$ cat config.mk
export PLATFORM = sky130hd
export DESIGN_NAME = dram_port_arbiter
export DESIGN_NICKNAME = d
export VERILOG_FILES = /design/src/rtl/xm23_mem_pkg.sv /design/src/rtl/rd_tag_pipe.sv /design/src/rtl/dram_port_arbiter.sv
export SDC_FILE = /design/constraint.sdc
export NUM_CORES = 1
export LEC_CHECK = 0
export CAP_MARGIN = 20
export CORE_MARGIN = 2
export CORE_UTILIZATION = 34
export CTS_CLUSTER_SIZE = 30
export DETAILED_ROUTE_END_ITERATION = 7
export GPL_ROUTABILITY_DRIVEN = 0
export GPL_TIMING_DRIVEN = 1
export PLACE_DENSITY = 0.86
export SLEW_MARGIN = 40
export SYNTH_ARGS = -nofsm -noshare
export SYNTH_HDL_FRONTEND = slang
export SYNTH_SLANG_ARGS = --single-unit
$ cat constraint.sdc
create_clock -name clk -period 1.5 [get_ports clk]
set_input_delay 0.225 -clock clk [delete_from_list [all_inputs] [get_ports clk]]
set_output_delay 0.225 -clock clk [all_outputs]
set_load 0.02 [all_outputs]
$ cat src/rtl/xm23_mem_pkg.sv
// Shared types for the data-RAM port arbiter: requester identity, arbiter
// states and the read tag that follows a read through the RAM latency.
package xm23_mem_pkg;

    localparam int AW_DEF = 15;
    localparam int DW_DEF = 16;

    typedef enum logic {
        OWN_CPU = 1'b0,
        OWN_DBG = 1'b1
    } owner_e;

    typedef enum logic {
        ARB   = 1'b0,
        FORCE = 1'b1
    } arb_state_e;

    typedef struct packed {
        logic   valid;
        owner_e owner;
    } rd_tag_t;

    localparam rd_tag_t TAG_NONE = '{valid: 1'b0, owner: OWN_CPU};

endpackage

$ cat src/rtl/rd_tag_pipe.sv
// Fixed-depth shift register carrying one read tag per cycle, so each read
// result can be routed back to its requester when the RAM data appears.
module rd_tag_pipe
    import xm23_mem_pkg::*;
#(
    parameter int DEPTH = 1
) (
    input  logic    clk,
    input  logic    init_n,
    input  rd_tag_t tag_in,
    output rd_tag_t tag_out
);

    rd_tag_t stage [DEPTH];

    // Shift tags one stage per cycle; reset empties the pipe.
    always_ff @(posedge clk) begin
        // NOTE: the tag stages are reset (unlike the RAM array itself) so that a
        // read in flight across a reset can never surface as a stray rvalid.
        if (!init_n) begin
            for (int i = 0; i < DEPTH; i++) begin
                stage[i] <= TAG_NONE;
            end
        end else begin
            // NOTE: non-blocking assignments make every stage sample the old value
            // of its neighbour, which is what turns this loop into a shift register.
            stage[0] <= tag_in;
            for (int i = 1; i < DEPTH; i++) begin
                stage[i] <= stage[i-1];
            end
        end
    end

    assign tag_out = stage[DEPTH-1];

endmodule

$ cat src/rtl/dram_port_arbiter.sv
// Shares the single-port data RAM between the CPU memory-access stage and the
// debug/monitor port. The CPU has fixed priority; a starvation counter forces
// a one-cycle debug slot after STARVE_MAX consecutive denials.
module dram_port_arbiter
    import xm23_mem_pkg::*;
#(
    parameter int AW         = AW_DEF,
    parameter int DW         = DW_DEF,
    parameter int RD_LAT     = 1,
    parameter int STARVE_MAX = 8
) (
    input  logic          clk,
    input  logic          init_n,
    input  logic          cpu_req,
    input  logic          cpu_we,
    input  logic [AW-1:0] cpu_addr,
    input  logic [DW-1:0] cpu_wdata,
    output logic          cpu_stall,
    output logic          cpu_rvalid,
    output logic [DW-1:0] cpu_rdata,
    input  logic          dbg_req,
    input  logic          dbg_we,
    input  logic [AW-1:0] dbg_addr,
    input  logic [DW-1:0] dbg_wdata,
    output logic          dbg_gnt,
    output logic          dbg_rvalid,
    output logic [DW-1:0] dbg_rdata,
    output logic [AW-1:0] ram_addr,
    output logic          ram_wren,
    output logic [DW-1:0] ram_data,
    input  logic [DW-1:0] ram_q
);

    localparam int CW = $clog2(STARVE_MAX + 1);

    arb_state_e    state_q, state_d;
    logic [CW-1:0] starve_q, starve_d;
    logic          cpu_gnt;
    rd_tag_t       tag_in, tag_out;
    logic [DW-1:0] cpu_rdata_q, dbg_rdata_q;

    // Arbitration: grants, stall and next state/counter from requests and state.
    always_comb begin
        // NOTE: every output of this block gets a default first so no path through
        // the case/if tree can leave a signal unassigned and infer a latch.
        state_d   = ARB;
        starve_d  = '0;
        cpu_gnt   = 1'b0;
        dbg_gnt   = 1'b0;
        cpu_stall = 1'b0;
        if (init_n) begin
            unique case (state_q)
                ARB: begin
                    if (cpu_req) begin
                        cpu_gnt = 1'b1;
                        if (dbg_req) begin
                            // Debug denied this cycle: count it, and force a slot
                            // once the denial streak reaches STARVE_MAX.
                            if (starve_q == CW'(STARVE_MAX - 1)) begin
                                state_d = FORCE;
                            end
                            if (starve_q != CW'(STARVE_MAX)) begin
                                starve_d = starve_q + CW'(1);
                            end else begin
                                starve_d = starve_q;
                            end
                        end
                    end else if (dbg_req) begin
                        dbg_gnt = 1'b1;
                    end
                end
                FORCE: begin
                    if (dbg_req) begin
                        dbg_gnt   = 1'b1;
                        cpu_stall = cpu_req;
                    end else begin
                        // Debug withdrew its request: the slot goes back to the CPU.
                        cpu_gnt = cpu_req;
                    end
                end
            endcase
        end
    end

    // State and starvation counter registers.
    always_ff @(posedge clk) begin
        if (!init_n) begin
            state_q  <= ARB;
            starve_q <= '0;
        end else begin
            state_q  <= state_d;
            starve_q <= starve_d;
        end
    end

    // RAM port mux and read-tag generation for the granted requester.
    always_comb begin
        ram_addr = '0;
        ram_wren = 1'b0;
        ram_data = '0;
        tag_in   = TAG_NONE;
        if (cpu_gnt) begin
            ram_addr = cpu_addr;
            ram_wren = cpu_we;
            ram_data = cpu_wdata;
            tag_in   = '{valid: !cpu_we, owner: OWN_CPU};
        end else if (dbg_gnt) begin
            ram_addr = dbg_addr;
            ram_wren = dbg_we;
            ram_data = dbg_wdata;
            tag_in   = '{valid: !dbg_we, owner: OWN_DBG};
        end
    end

    rd_tag_pipe #(
        .DEPTH (RD_LAT)
    ) u_rd_tag_pipe (
        .clk     (clk),
        .init_n  (init_n),
        .tag_in  (tag_in),
        .tag_out (tag_out)
    );

    // A tag leaving the pipe lines up with ram_q; route it to its owner.
    assign cpu_rvalid = init_n && tag_out.valid && (tag_out.owner == OWN_CPU);
    assign dbg_rvalid = init_n && tag_out.valid && (tag_out.owner == OWN_DBG);

    // Capture returned data so each port's rdata holds between its own returns.
    always_ff @(posedge clk) begin
        if (!init_n) begin
            cpu_rdata_q <= '0;
            dbg_rdata_q <= '0;
        end else begin
            if (cpu_rvalid) begin
                cpu_rdata_q <= ram_q;
            end
            if (dbg_rvalid) begin
                dbg_rdata_q <= ram_q;
            end
        end
    end

    assign cpu_rdata = cpu_rvalid ? ram_q : cpu_rdata_q;
    assign dbg_rdata = dbg_rvalid ? ram_q : dbg_rdata_q;

endmodule
==> results.md <==
- CP Capture Type: primary output
- Syn nets: about 270
- Initial antenna violation count: 0
- Starting Density: a little over a third
- HPWL Detailed: between 4 and 5 mm
- Global-route wire length before repair: 10.3 mm
- Synth top area share: 39.2%
- Largest family of logic cells by synthesized area: multiplexers
- Die width: 80.5 um
- Worst-Margin Slew: 305 ps
- Top cell type by total area after synthesis: dfxtp_1
- CTS Root Cell: clkbuf_8
- Minimum clock period: 1670 ps
- Pre-CTS setup slack: -810 ps
- Dominant cells by area after synthesis: dfxtp_1, a22o_1, mux2_4
- DR vias: roughly 2100
- Final period util: 112%
- Via density: slightly below 5
- Diodes inserted: 0
- Total track usage: between 20% and 30%
- Failing checks: negative setup slack
- Xor/xnor cell area share of the yosys netlist: less than 1%
- Post-Synth Adder-Cell Area: 1.26%
- WL per Instance: approximately 16 um
- Core area: 5570 um^2
- # fillers: 395
- Max Cap Violations: 0
- Mux cell area share after synthesis: 22.0%
- Power Density: 638 nW/um^2
- Startpoint type of the worst setup path: register
- Final #Nets: 440
- Vias in the first global route: about 2200
- Post-route DRC: 0
- Post-synth top cells: dfxtp_1, a22o_1, and2_1
- Status: finished, violations left
- Share of layout cells above drive strength 1: 41.1%
- Initial detailed-routing violation count: 55
- Design Area, Final: 4100 um^2
- Cell Area, Synth: 1990 um^2
- Count leader, synth: dfxtp_1
- Final Slew Violations: 0
- DIE AREA: 6480 um^2
- Syn_area_per_cell: between 10 and 15 um^2
- Global route overflow: 0
- Worst clock skew: 5.00 ps
- Clock buffer depth: 2
- Final setup vio count: 64
- RSZ-0062 raised after global routing: yes
- Port-buffer cells: 151
- Num rows: 27
- Distinct cell type count after synthesis: 25
- Number of synthesized flops with an enable pin: 0
- Endpoints failing hold: 0
- FF+latch count, synth: 39
- Crit-path max FO: 8
- Sequential-to-total area share from yosys stat: ~40%
- Die Height: slightly above 80 um
- Asr flop ratio synth: 0%
- CTS Buf Count: 5
- Synth Area in Simple Gates: 15.7%
- Peak VDD IR: 0.384 mV
- Routed Antenna Nets: 0
- Crit path DAT: 1450 ps
- LEAKAGE: 0.00191 uW
- H-tree depth: 2
- Fmax: 597 MHz
- Placed Instance Area: around 3700 um^2
- CTS tree: yes
- Compound-Gate Fraction of Synth Area: about 16%
- PnR worst setup slack: -174 ps
- Worst Path Required: 1270 ps
- Clock sinks: 39
- # IOs: 152
- Routed WL: 6.94 mm
- Synthesized instance count: 181
- Worst skew pair latency: 290 ps
- Clk pin slew, worst setup/hold paths: ~70 ps
- Area Overhead vs Synth: 106%
- Pin count of the biggest net entering global routing: 29
- DRT Pass-1 Iters: 4
- Slew HR: 79.6%
- CP Class: reg -> out
- Hold WC Path Type: in -> reg
- Yosys Warn Count: 0
- Synth Flop Type: dfxtp_1
- Hold Buf Count CTS: 0
per-layer routing:
| metal | track usage (%) | routed length (um) | vias up | share of wire [%] |
|---|---|---|---|---|
| li1 | - | - | 988 | - |
| met1 | 22.7 | 2690 | 966 | 39 |
| met2 | 38.8 | 3700 | 97 | 53 |
| met3 | 5.17 | 435 | 10 | 6.3 |
| met4 | 7.29 | 124 | 0 | 1.8 |
| met5 | 0 | 0 | - | 0 |
power breakdown:
part | internal [uW] | switching [uW]
registers | 1050 | 9.55
logic | 480 | 299
clock network | 418 | 362
state kept, by name, summed over array words and instances (netlist names):
register and cells:
state_q 1, u_rd_tag_pipe.stage 2, dbg_rdata_q 16, cpu_rdata_q 16, starve_q 4
cells in the final DEF (no fill, tap or decap), drive strengths merged:
| cell | synthesis | layout |
|---|---|---|
| inv | 7 | 7 |
| nand4 | 1 | 1 |
| clkinvlp | 0 | 1 |
| clkdlybuf4s50 | 0 | 80 |
| dlygate4sd2 | 0 | 2 |
| nor3 | 1 | 1 |
| nand2b | 1 | 1 |
| nand3 | 2 | 2 |
| clkdlybuf4s15 | 0 | 2 |
| nor2 | 4 | 4 |
| xnor2 | 1 | 1 |
| mux2i | 1 | 1 |
| clkbuf | 3 | 9 |
| ha | 2 | 2 |
| and2 | 32 | 32 |
| buf | 9 | 92 |
| dfxtp | 39 | 39 |
| a22o | 33 | 33 |
| a21oi | 4 | 4 |
| nand2 | 5 | 5 |
| xor2 | 1 | 1 |
| mux2 | 32 | 32 |
| nand3b | 3 | 3 |
worst max-delay path, cell delays in order (launching register included):
cell      delay [ps]
dfxtp_2          340
nand3b_4         200
buf_12           180
mux2_4           310
buf_6            140
final timing paths:
path                                                            from                              endpoint  slack, ps  cells past startpoint
worst max register to register  u_rd_tag_pipe.stage[0][0]$_SDFF_PP0_             cpu_rdata_q[5]$_SDFF_PN0_        100                      5
worst min register to register              starve_q[2]$_SDFFE_PP0P_                    state_q$_SDFF_PP0_        490                      2
worst min-delay path                                          init_n  u_rd_tag_pipe.stage[0][0]$_SDFF_PP0_        360                      3
worst max-delay path            u_rd_tag_pipe.stage[0][0]$_SDFF_PP0_                          cpu_rdata[5]       -170                      4
cell families (layout without fill, tap and decap cells):
kind of cell / count (synthesis) / in the layout
mux: 33 / 33
fa+ha+maj: 2 / 2
compound gates: 37 / 37
buf+inv: 19 / 193
flops: 39 / 39
xor+xnor: 2 / 2
simple gates: 49 / 49
through the flow:
stage,TNS [ps],hold WS [ps],total power [uW],cells,utilization (%)
finish,-8060,363,2620,427,73.6
global route,-11300,377,2730,427,73.6
CTS,-8030,354,2630,425,71.8
detailed placement,-60800,473,1780,407,66.0
global placement,-59010,467,1770,407,66.0
floorplan,0,316,1350,181,-
repair_timing:
| action | 4_1_cts | 5_1_grt |
|---|---|---|
| setup endpoints to repair | 68 | 67 |
| setup buffers | 3 | 2 |
| pin swaps | 3 | 14 |
| gates cloned | 7 | 1 |
| resized for setup | 412 | 29 |
layout make-up:
type / instances / area [um^2] / area share (%)
Timing Repair Buffer: 178 / 1920 / 46.8
Sequential cell: 39 / 790 / 19.2
Clock buffer: 7 / 96.3 / 2.35
Multi-Input combinational cell: 123 / 1170 / 28.5
Inverter: 7 / 28.8 / 0.701
Tap cell: 72 / 90.1 / 2.20
Clock inverter: 1 / 7.51 / 0.183
(Power assumes the default switching activity.)
